`src/rtl/mvm_pkg.sv`:
```
// mvm_pkg: shared FSM state type, default sizing and derived widths for the matrix-vector multiplier.
package mvm_pkg;
    typedef enum logic [2:0] {IDLE, LOAD_A, LOAD_X, COMPUTE, OUTPUT} state_t;
    localparam int M_DEF = 20;
    localparam int N_DEF = 20;
    localparam int T_DEF = 8;
    localparam int P_DEF = 1;
    localparam int OUT_W = 2 * T_DEF;
    localparam int A_DEPTH = M_DEF * N_DEF / P_DEF;
    localparam int X_DEPTH = N_DEF / P_DEF;
    function automatic int aw(input int d);
        return (d > 1) ? $clog2(d) : 1;
    endfunction
    localparam int A_AW = aw(A_DEPTH);
    localparam int X_AW = aw(X_DEPTH);
endpackage

```
`src/rtl/mvm_mac.sv`:
```
// mvm_mac: P-lane signed multiply with a wrapping 2T accumulator and registered output.
module mvm_mac #(
    parameter int T = 8,
    parameter int P = 1
) (
    input  logic             clk,
    input  logic             reset,
    input  logic             en,
    input  logic             clr,
    input  logic [P*T-1:0]   a,
    input  logic [P*T-1:0]   x,
    output logic [2*T-1:0]   acc
);
    localparam int OW = 2 * T;
    logic [OW-1:0] sum, acc_d, acc_q;
    always_comb begin
        sum = '0;
        for (int p = 0; p < P; p++)
            sum = sum + OW'($signed(a[p*T +: T]) * $signed(x[p*T +: T]));
        acc_d = en ? (clr ? '0 : acc_q) + sum : acc_q;
    end
    always_ff @(posedge clk or posedge reset) begin
        if (reset) acc_q <= '0;
        else acc_q <= acc_d;
    end
    assign acc = acc_q;
endmodule

```
`src/rtl/mvm.sv`:
```
// mvm: serially loaded M x N matrix and N vector, computes y = A*x on P MAC lanes and streams y out.
module mvm
    import mvm_pkg::*;
#(
    parameter int M = M_DEF,
    parameter int N = N_DEF,
    parameter int T = T_DEF,
    parameter int P = P_DEF
) (
    input  logic             clk,
    input  logic             reset,
    input  logic             loadMatrix,
    input  logic             loadVector,
    input  logic             start,
    output logic             done,
    input  logic [T-1:0]     data_in,
    output logic [2*T-1:0]   data_out
);
    localparam int OW = 2 * T;
    localparam int AD = M * N / P;
    localparam int XD = N / P;
    localparam int AW = aw(AD);
    localparam int XW = aw(XD);
    localparam int RW = aw(M);
    localparam int LW = aw(P);
    localparam int CW = aw(AD + M + 2);

    state_t state_q, state_d;
    logic [CW-1:0] cnt_q, cnt_d;
    logic [LW-1:0] lane_q, lane_d;
    logic [XW-1:0] col_q, col_d;
    logic [RW-1:0] row_q, row_d, rrow_q, rrow_d;
    logic rd_q, rd_d, done_q, done_d;
    logic [OW-1:0] data_out_q, data_out_d, mac_out;
    logic [P*T-1:0] a_flat, x_flat;
    logic [OW-1:0] y_buf [M];
    logic issue, col_last, lane_last;

    assign issue = state_q == COMPUTE && cnt_q < CW'(AD);
    assign col_last = col_q == XW'(XD - 1);
    assign lane_last = lane_q == LW'(P - 1);

    // Bank g holds every P-th word, so one address reads P adjacent columns of a row.
    for (genvar g = 0; g < P; g++) begin : bank
        logic [T-1:0] a_mem [AD];
        logic [T-1:0] x_mem [XD];
        always_ff @(posedge clk) begin
            if (state_q == LOAD_A && lane_q == LW'(g)) a_mem[cnt_q[AW-1:0]] <= data_in;
            if (state_q == LOAD_X && lane_q == LW'(g)) x_mem[cnt_q[XW-1:0]] <= data_in;
        end
        assign a_flat[g*T +: T] = a_mem[cnt_q[AW-1:0]];
        assign x_flat[g*T +: T] = x_mem[col_q];
    end

    mvm_mac #(.T(T), .P(P)) u_mac (
        .clk   (clk),
        .reset (reset),
        .en    (issue),
        .clr   (col_q == '0),
        .a     (a_flat),
        .x     (x_flat),
        .acc   (mac_out)
    );

    // A finished row sits in the accumulator for one cycle before the next row overwrites it.
    always_ff @(posedge clk) begin
        if (rd_q) y_buf[rrow_q] <= mac_out;
    end

    always_comb begin
        state_d = state_q;
        cnt_d = cnt_q;
        lane_d = lane_q;
        col_d = col_q;
        row_d = row_q;
        done_d = 1'b0;
        data_out_d = '0;
        rd_d = issue && col_last;
        rrow_d = row_q;
        case (state_q)
            IDLE: begin
                cnt_d = '0;
                lane_d = '0;
                col_d = '0;
                row_d = '0;
                state_d = loadMatrix ? LOAD_A : loadVector ? LOAD_X : start ? COMPUTE : IDLE;
            end
            LOAD_A, LOAD_X: begin
                lane_d = lane_last ? '0 : lane_q + 1'b1;
                cnt_d = lane_last ? cnt_q + 1'b1 : cnt_q;
                if (lane_last && cnt_q == (state_q == LOAD_A ? CW'(AD - 1) : CW'(XD - 1)))
                    state_d = IDLE;
            end
            COMPUTE: begin
                cnt_d = cnt_q + 1'b1;
                if (issue) begin
                    col_d = col_last ? '0 : col_q + 1'b1;
                    row_d = col_last ? row_q + 1'b1 : row_q;
                end
                // Two extra cycles drain the MAC register and the last buffer write.
                if (cnt_q == CW'(AD + 1)) begin
                    state_d = OUTPUT;
                    cnt_d = '0;
                    done_d = 1'b1;
                end
            end
            OUTPUT: begin
                data_out_d = y_buf[cnt_q[RW-1:0]];
                cnt_d = cnt_q + 1'b1;
                if (cnt_q == CW'(M - 1)) state_d = IDLE;
            end
            default: state_d = IDLE;
        endcase
    end

    always_ff @(posedge clk or posedge reset) begin
        if (reset) begin
            state_q <= IDLE;
            cnt_q <= '0;
            lane_q <= '0;
            col_q <= '0;
            row_q <= '0;
            rrow_q <= '0;
            rd_q <= 1'b0;
            done_q <= 1'b0;
            data_out_q <= '0;
        end else begin
            state_q <= state_d;
            cnt_q <= cnt_d;
            lane_q <= lane_d;
            col_q <= col_d;
            row_q <= row_d;
            rrow_q <= rrow_d;
            rd_q <= rd_d;
            done_q <= done_d;
            data_out_q <= data_out_d;
        end
    end

    assign done = done_q;
    assign data_out = data_out_q;
endmodule

```
`config.mk`:
```
export PLATFORM = sky130hd
export DESIGN_NAME = mvm
export DESIGN_NICKNAME = d
export VERILOG_FILES = /design/src/rtl/mvm_pkg.sv /design/src/rtl/mvm_mac.sv /design/src/rtl/mvm.sv
export SDC_FILE = /design/constraint.sdc
export NUM_CORES = 2
export LEC_CHECK = 0
export BUFFER_PORTS_ARGS = -buffer_cell sky130_fd_sc_hd__buf_2
export CAP_MARGIN = 5
export CORE_UTILIZATION = 45
export CTS_CLUSTER_SIZE = 24
export DETAILED_ROUTE_END_ITERATION = 10
export PLACE_DENSITY = 0.57
export SYNTH_ARGS = -nofsm -noshare
export SYNTH_HDL_FRONTEND = slang
export SYNTH_HIERARCHICAL = 1
export SYNTH_SLANG_ARGS = --single-unit
```
`constraint.sdc`:
```
create_clock -name clk -period 9 [get_ports clk]
set_input_delay 1.8 -clock clk [delete_from_list [all_inputs] [get_ports clk]]
set_output_delay 1.8 -clock clk [all_outputs]
set_load 0.005 [all_outputs]
```
Word-level counts from Yosys, hierarchy flattened
Memories as Yosys holds them, arrays and structs flattened.
Index checks and enable logic that the tools add are counted.
- bits in registers: 62
- output and inout port bits: 17
- memories: 3
- memory bits (read-only): 0
- memory bits (writable): 3680
- bits in latches: 0
- logic and storage cells: 79
- add/subtract/negate cells: 5
- mux-type cells: 29
- multipliers: 1
- equality and inequality tests: 14
- $lt $le $gt $ge: 1
- bitwise gates (word level): 1
- divide/modulo/power cells: 0
- shift-type cells: 0
- reductions and logical operators: 15
- memories (memory ; depth ; width ; read ports ; clocked after Yosys merged registers in ; write ports ; RTL line ; source):
    bank[0].a_mem ; 400 ; 8 ; 1 ; 0 ; 1 ; mvm.sv:45 ; logic [T-1:0] a_mem [AD];
    y_buf ; 20 ; 16 ; 1 ; 0 ; 1 ; mvm.sv:36 ; logic [OW-1:0] y_buf [M];
    bank[0].x_mem ; 20 ; 8 ; 1 ; 0 ; 1 ; mvm.sv:46 ; logic [T-1:0] x_mem [XD];
- operators with widths (operator ; number):
    $pmux W9 S4 ; 1
    $mux W16 ; 2
    $mux W9 ; 3
    $mux W5 ; 4
    $pmux W5 S2 ; 2
    $add A16 B16 Y16 ; 1
    $mul A8 B8 Y16 ; 1
    $pmux W3 S4 ; 1
    $add A5 B1 Y5 const B ; 2
    $ne A2 B2 Y1 const B ; 5
    $add A9 B1 Y9 const B ; 1
    $eq A9 B5 Y1 const B ; 1
    $eq A9 B9 Y1 ; 1
    $eq A9 B9 Y1 const B ; 1
    $lt A9 B9 Y1 const B ; 1
    $mux W1 ; 9
    $mux W3 ; 3
    $eq A3 B2 Y1 const B ; 2
    $mux W2 ; 3
    $reduce_and A3 Y1 ; 2
    $eq A5 B5 Y1 const B ; 1
    $logic_and A1 B1 Y1 ; 5
    $logic_not A5 Y1 ; 1
    $reduce_and A2 Y1 ; 2
    other kinds (10) ; 11

Logic depth before layout (Yosys ltp)
- depth after elaboration: 6
- gate-level depth with buffers: 30
- mapped depth without buffers: 24

Hierarchy
The synthesis kept the hierarchy.
- by module, submodules not included (module ; times used ; seq. area each (um^2) ; area an instance (um^2) ; cells an instance):
    mvm ; 1 ; 111632.1 ; 143714.1 ; 6437
    mvm_mac ; 1 ; 400.4 ; 3545.9 ; 347

Worst setup path before layout
OpenSTA, ideal clock, no wires.
- path kind: register to register
- start: reg cnt_q[0]
- end: reg u_mac.acc_q[13] (netlist: u_mac/acc[13])
- setup time: 69 ps
- path buffers: 5
- stages on the path, launching flop included: 25
- arrival time: 7004 ps
- path slack: 1927 ps
- clock period less this slack: 7073 ps
- cell sequence: dfrtp_1 > buf_6 > buf_6 > buf_4 > buf_2 > buf_2 > mux4_2 > a221oi_1 > o22ai_1 > nor4_1 > nand4_1 > and2_1 > inv_1 > fa_1 > inv_1 > fa_1 > fa_1 > fa_1 > fa_1 > ha_1 > or3_1 > o221ai_2 > a21boi_2 > or4_1 > nand3_1
- cells in the longest elaborated chain, start to end: 3
- elaborated cells between the ends (all ways): 5
- classes of those cells: add/sub: 1; mul: 1; order compare: 1; reduce/logical: 1; memory: 1
- ends and longest elaborated chain (item ; RTL line ; source):
    from (decl) ; mvm.sv:29 ; logic [CW-1:0] cnt_q, cnt_d;
    from (signal assigned) ; mvm.sv:129 ; cnt_q <= cnt_d;
    $mem_v2 Z400 W8 ; n/a ;
    via a_flat[7] ; mvm.sv:35 ; logic [P*T-1:0] a_flat, x_flat;
    $mul A8 B8 Y16 ; mvm_mac.sv:19 ; sum = sum + OW'($signed(a[p*T +: T]) * $signed(x[p*T +: T]));
    $add A16 B16 Y16 ; mvm_mac.sv:20 ; acc_d = en ? (clr ? '0 : acc_q) + sum : acc_q;
    to (signal assigned) ; mvm_mac.sv:23 ; if (reset) acc_q <= '0;
    to (signal assigned) ; mvm_mac.sv:24 ; else acc_q <= acc_d;
    to (decl) ; mvm_mac.sv:15 ; logic [OW-1:0] sum, acc_d, acc_q;
The timed path passes the listed nets, and every way through them passes these cells.
A chain may end at the register's enable or synchronous reset.

Final worst setup path
- start: reg cnt_q[8]
- end: reg u_mac.acc_q[14] (netlist: u_mac/acc[14])
Same word-level chain as after synthesis.

==> flow_summary.json <==
{
  "fin_tns_setup_ns": -0.1822,
  "dr.first_iter.drc_count": 9011,
  "r2r_slack_ns": -0.11,
  "synth.top_cell.area_share_pct": 75.04,
  "fp.dieH_um": 574.1,
  "finalHoldViolCount": 0,
  "synth_edf_count": 3680,
  "cts_buffers": 384,
  "synth_area_leaders": "edfxtp_1 (75%), mux4_2 (15%), nor2_1 (1.3%)",
  "synth.avg_cell_area_um2": 21.71,
  "area_growth_syn_to_layout_pct": 12.95,
  "cp_max_fo": 12,
  "end_kind": "flop",
  "min_to": "rrow_q[4]",
  "die_area_um2": 329500,
  "critical_path.most_common_cell": "fa_1",
  "synth-seq-cells": 3741,
  "worst_slack_ns": -0.1137,
  "tightest_slew_ns": 1.425,
  "drt-pass1-iter-count": 8,
  "rows": 209,
  "cts.sinks": 3741,
  "rsz0062_at_grt": "false",
  "fin_crit_sh_pct": 101.3,
  "drv_cap": 0,
  "cp-start-kind": "flop",
  "chipWidth_um": 574.1,
  "path_buf_inv": 4,
  "clk_path_buf_depth": 4,
  "cts_resized": 0,
  "total_leakage_power_nw": 51.36,
  "met1_usage_pct": 35.03,
  "syn_area_um2": 147300,
  "crit_path_top_delay_cell": "nor2b_1",
  "overflow": 0,
  "powerDensity_nw_per_um2": 325.2,
  "max_freq_ghz": 0.1097,
  "routedWlPerCell_um": 34.56,
  "hold_buffers": 0,
  "use_met2_pct": 38.72,
  "cp_cell_sequence": "nor2b_1 -> nor2b_1 -> nand2_1 -> o22ai_1 -> nor3_1 -> nand4_1 -> a31o_1 -> nand2_1 -> fa_1 -> inv_1 -> fa_1 -> inv_1 -> fa_1 -> inv_1 -> fa_1 -> fa_1 -> ha_1 -> buf_4 -> a21oi_1 -> o211ai_1 -> a31oi_1 -> xnor2_1 -> mux2_2",
  "gp_congestion": 0.8578,
  "path_class": "flop to flop",
  "setup_viol_count_final": 3,
  "clock_latency_ns": 0.97,
  "r2r-end": "u_mac/acc[14]",
  "grt_pass1_wl_um": 572600,
  "fin_util_pct": 51.21,
  "busiest_layer": "met2",
  "irDropWorstVdd_uv": 975.0,
  "ys_types": 67,
  "max_stage_delay_ns": 1.19,
  "slew_headroom_pct": 4.783,
  "ff2ff_path_depth": 23,
  "track_usage_pct": 24.56,
  "drc": 0,
  "clk_pin_slew_worst_paths_ns": 0.06,
  "routed_wl_um": 406000,
  "tritoncts": "built",
  "violations": "setup timing",
  "crit_required_ns": 9.80,
  "synth_ff_type": "edfxtp_1",
  "final_cells": 11750,
  "coreArea_um2": 324800,
  "ant_nets": 0,
  "portBuffers": 29,
  "nNetsFinal": 7237,
  "cts_root_buffer": "clkbuf_16",
  "slew_viol_final": 0,
  "gr-usage-met3_pct": 4.214,
  "status": "complete, but fails checks",
  "hold_depth": 0,
  "avgViaCountPerCell": 6.127,
  "ys_seq_area_share_pct": 76.08,
  "r2r_start": "cnt_q[8]",
  "htree_levels": 5,
  "drive_gt1_share_pct": 26.41,
  "crit_family": "simple AND/OR/NAND/NOR gates",
  "hp-class": "flop to flop",
  "via_count": 71990,
  "finalPower_mw": 54.10,
  "dp_cells": 11050,
  "initial_core_util_pct": 45.34,
  "boundaryPins": 30,
  "grt_pass1_vias": 72880,
  "synthArstFlopShare_pct": 1.631,
  "yosysTopAreaCell": "edfxtp_1",
  "hold_start": "row_q[4]",
  "grt_max_degree": 177,
  "syn_nets": 6912,
  "place_hpwl_um": 246100,
  "min_period_ns": 9.114,
  "yosys_warnings": 6,
  "arrival_ns": 9.91,
  "synthCells": 6784,
  "skew_ns": 0.05827,
  "antenna_found_initial": 18,
  "postCtsSetupBuffers": 0
}
flip-flops by register name, summed over array words and instances (netlist names):
register    flops
u_mac/acc      16
y_buf         320
rrow_q          5
done            1
col_q           5
rd_q            1
state_q         3
bank.x_mem    160
row_q           5
bank.a_mem   3200
data_out       16
cnt_q           9
layout by cell type, fill, tap and decap left out, drive strengths merged, types with 8 or more instances in the layout:
| cell type | count |
|---|---|
| mux2 | 33 |
| nor2 | 520 |
| xnor2 | 20 |
| clkinv | 163 |
| bufinv | 33 |
| a211oi | 13 |
| o22ai | 53 |
| nand2b | 17 |
| mux2i | 150 |
| xor2 | 12 |
| clkbuf | 483 |
| and3 | 8 |
| a21oi | 44 |
| a31oi | 18 |
| and2 | 47 |
| buf | 328 |
| a22oi | 67 |
| ha | 44 |
| dfrtp | 61 |
| nor2b | 37 |
| a221oi | 36 |
| edfxtp | 3680 |
| fa | 71 |
| nand4 | 19 |
| mux4 | 997 |
| nor3 | 26 |
| a22o | 31 |
| inv | 90 |
| nand3 | 39 |
| nand2 | 140 |
| o21ai | 32 |
per-stage QoR:
stage	instance area, µm²	hold slack [ns]	setup slack (ns)
2_1_floorplan	147300	0.3718	1.927
4_1_cts	166300	0.3984	0.1416
6_report	166300	0.3995	-0.1137
5_1_grt	166300	0.4099	0.07761
3_3_place_gp	154100	0.3819	0.1265
3_5_place_dp	154100	0.3838	0.1856
cells by family after synthesis:
family,count (synthesis),synth area share (%)
multiplexers,1180,16.52
adder cells (fa/ha/maj),115,1.339
AO/OA/AOI/OAI,358,1.745
buffers and inverters,467,1.489
XOR/XNOR,32,0.1903
AND/OR/NAND/NOR,891,2.638
flip-flops,3741,76.08
Yosys cell counts, types with 26 or more instances:
master	number
nor3_1	26
buf_4	54
mux2i_1	150
fa_1	71
ha_1	44
o22ai_1	53
buf_1	34
a221oi_1	36
a21oi_1	44
buf_2	94
dfrtp_1	61
nand3_1	39
and2_1	47
inv_1	76
edfxtp_1	3680
mux4_2	997
nor2_1	520
a22oi_1	67
o21ai_0	27
a22o_1	31
mux2_2	33
clkbuf_1	191
nand2_1	140
nor2b_1	37
how the worst max path moves through the flow:
| stage | start | end | slack (ns) | cells past startpoint |
|---|---|---|---|---|
| 3_5_place_dp | cnt_q[8] | u_mac/acc[14] | 0.19 | 23 |
| 2_1_floorplan | cnt_q[0] | u_mac/acc[13] | 1.93 | 24 |
| 6_report | cnt_q[8] | u_mac/acc[14] | -0.11 | 23 |
| 5_1_grt | cnt_q[8] | u_mac/acc[14] | 0.08 | 23 |
| 3_3_place_gp | cnt_q[8] | u_mac/acc[14] | 0.13 | 23 |
| 4_1_cts | cnt_q[8] | u_mac/acc[14] | 0.14 | 23 |
layer usage:
layer	part of all wire (%)	routed length, µm
met4	3.5	14360
met1	41	166500
met5	0.038	154
met3	7.9	32100
met2	48	192900
layout make-up:
cell class / count / area (µm²)
flip-flops and latches: 3741 / 112100
clock inverters: 212 / 1998
fillers: 25520 / 158500
diodes: 6 / 15.01
inverters: 78 / 292.8
clock buffers: 483 / 10250
well taps: 4325 / 5411
multi-input cells: 2576 / 33230
repair buffers: 328 / 3070
report_power, final:
| part | switching, mW | total (mW) | leakage (nW) | internal [mW] |
|---|---|---|---|---|
| registers | 0.395 | 19.9 | 33.9 | 19.5 |
| clock network | 6.69 | 15.7 | 6.02 | 9.01 |
| logic | 10.1 | 18.5 | 11.5 | 8.41 |
Power figures use the tool's default switching activity.
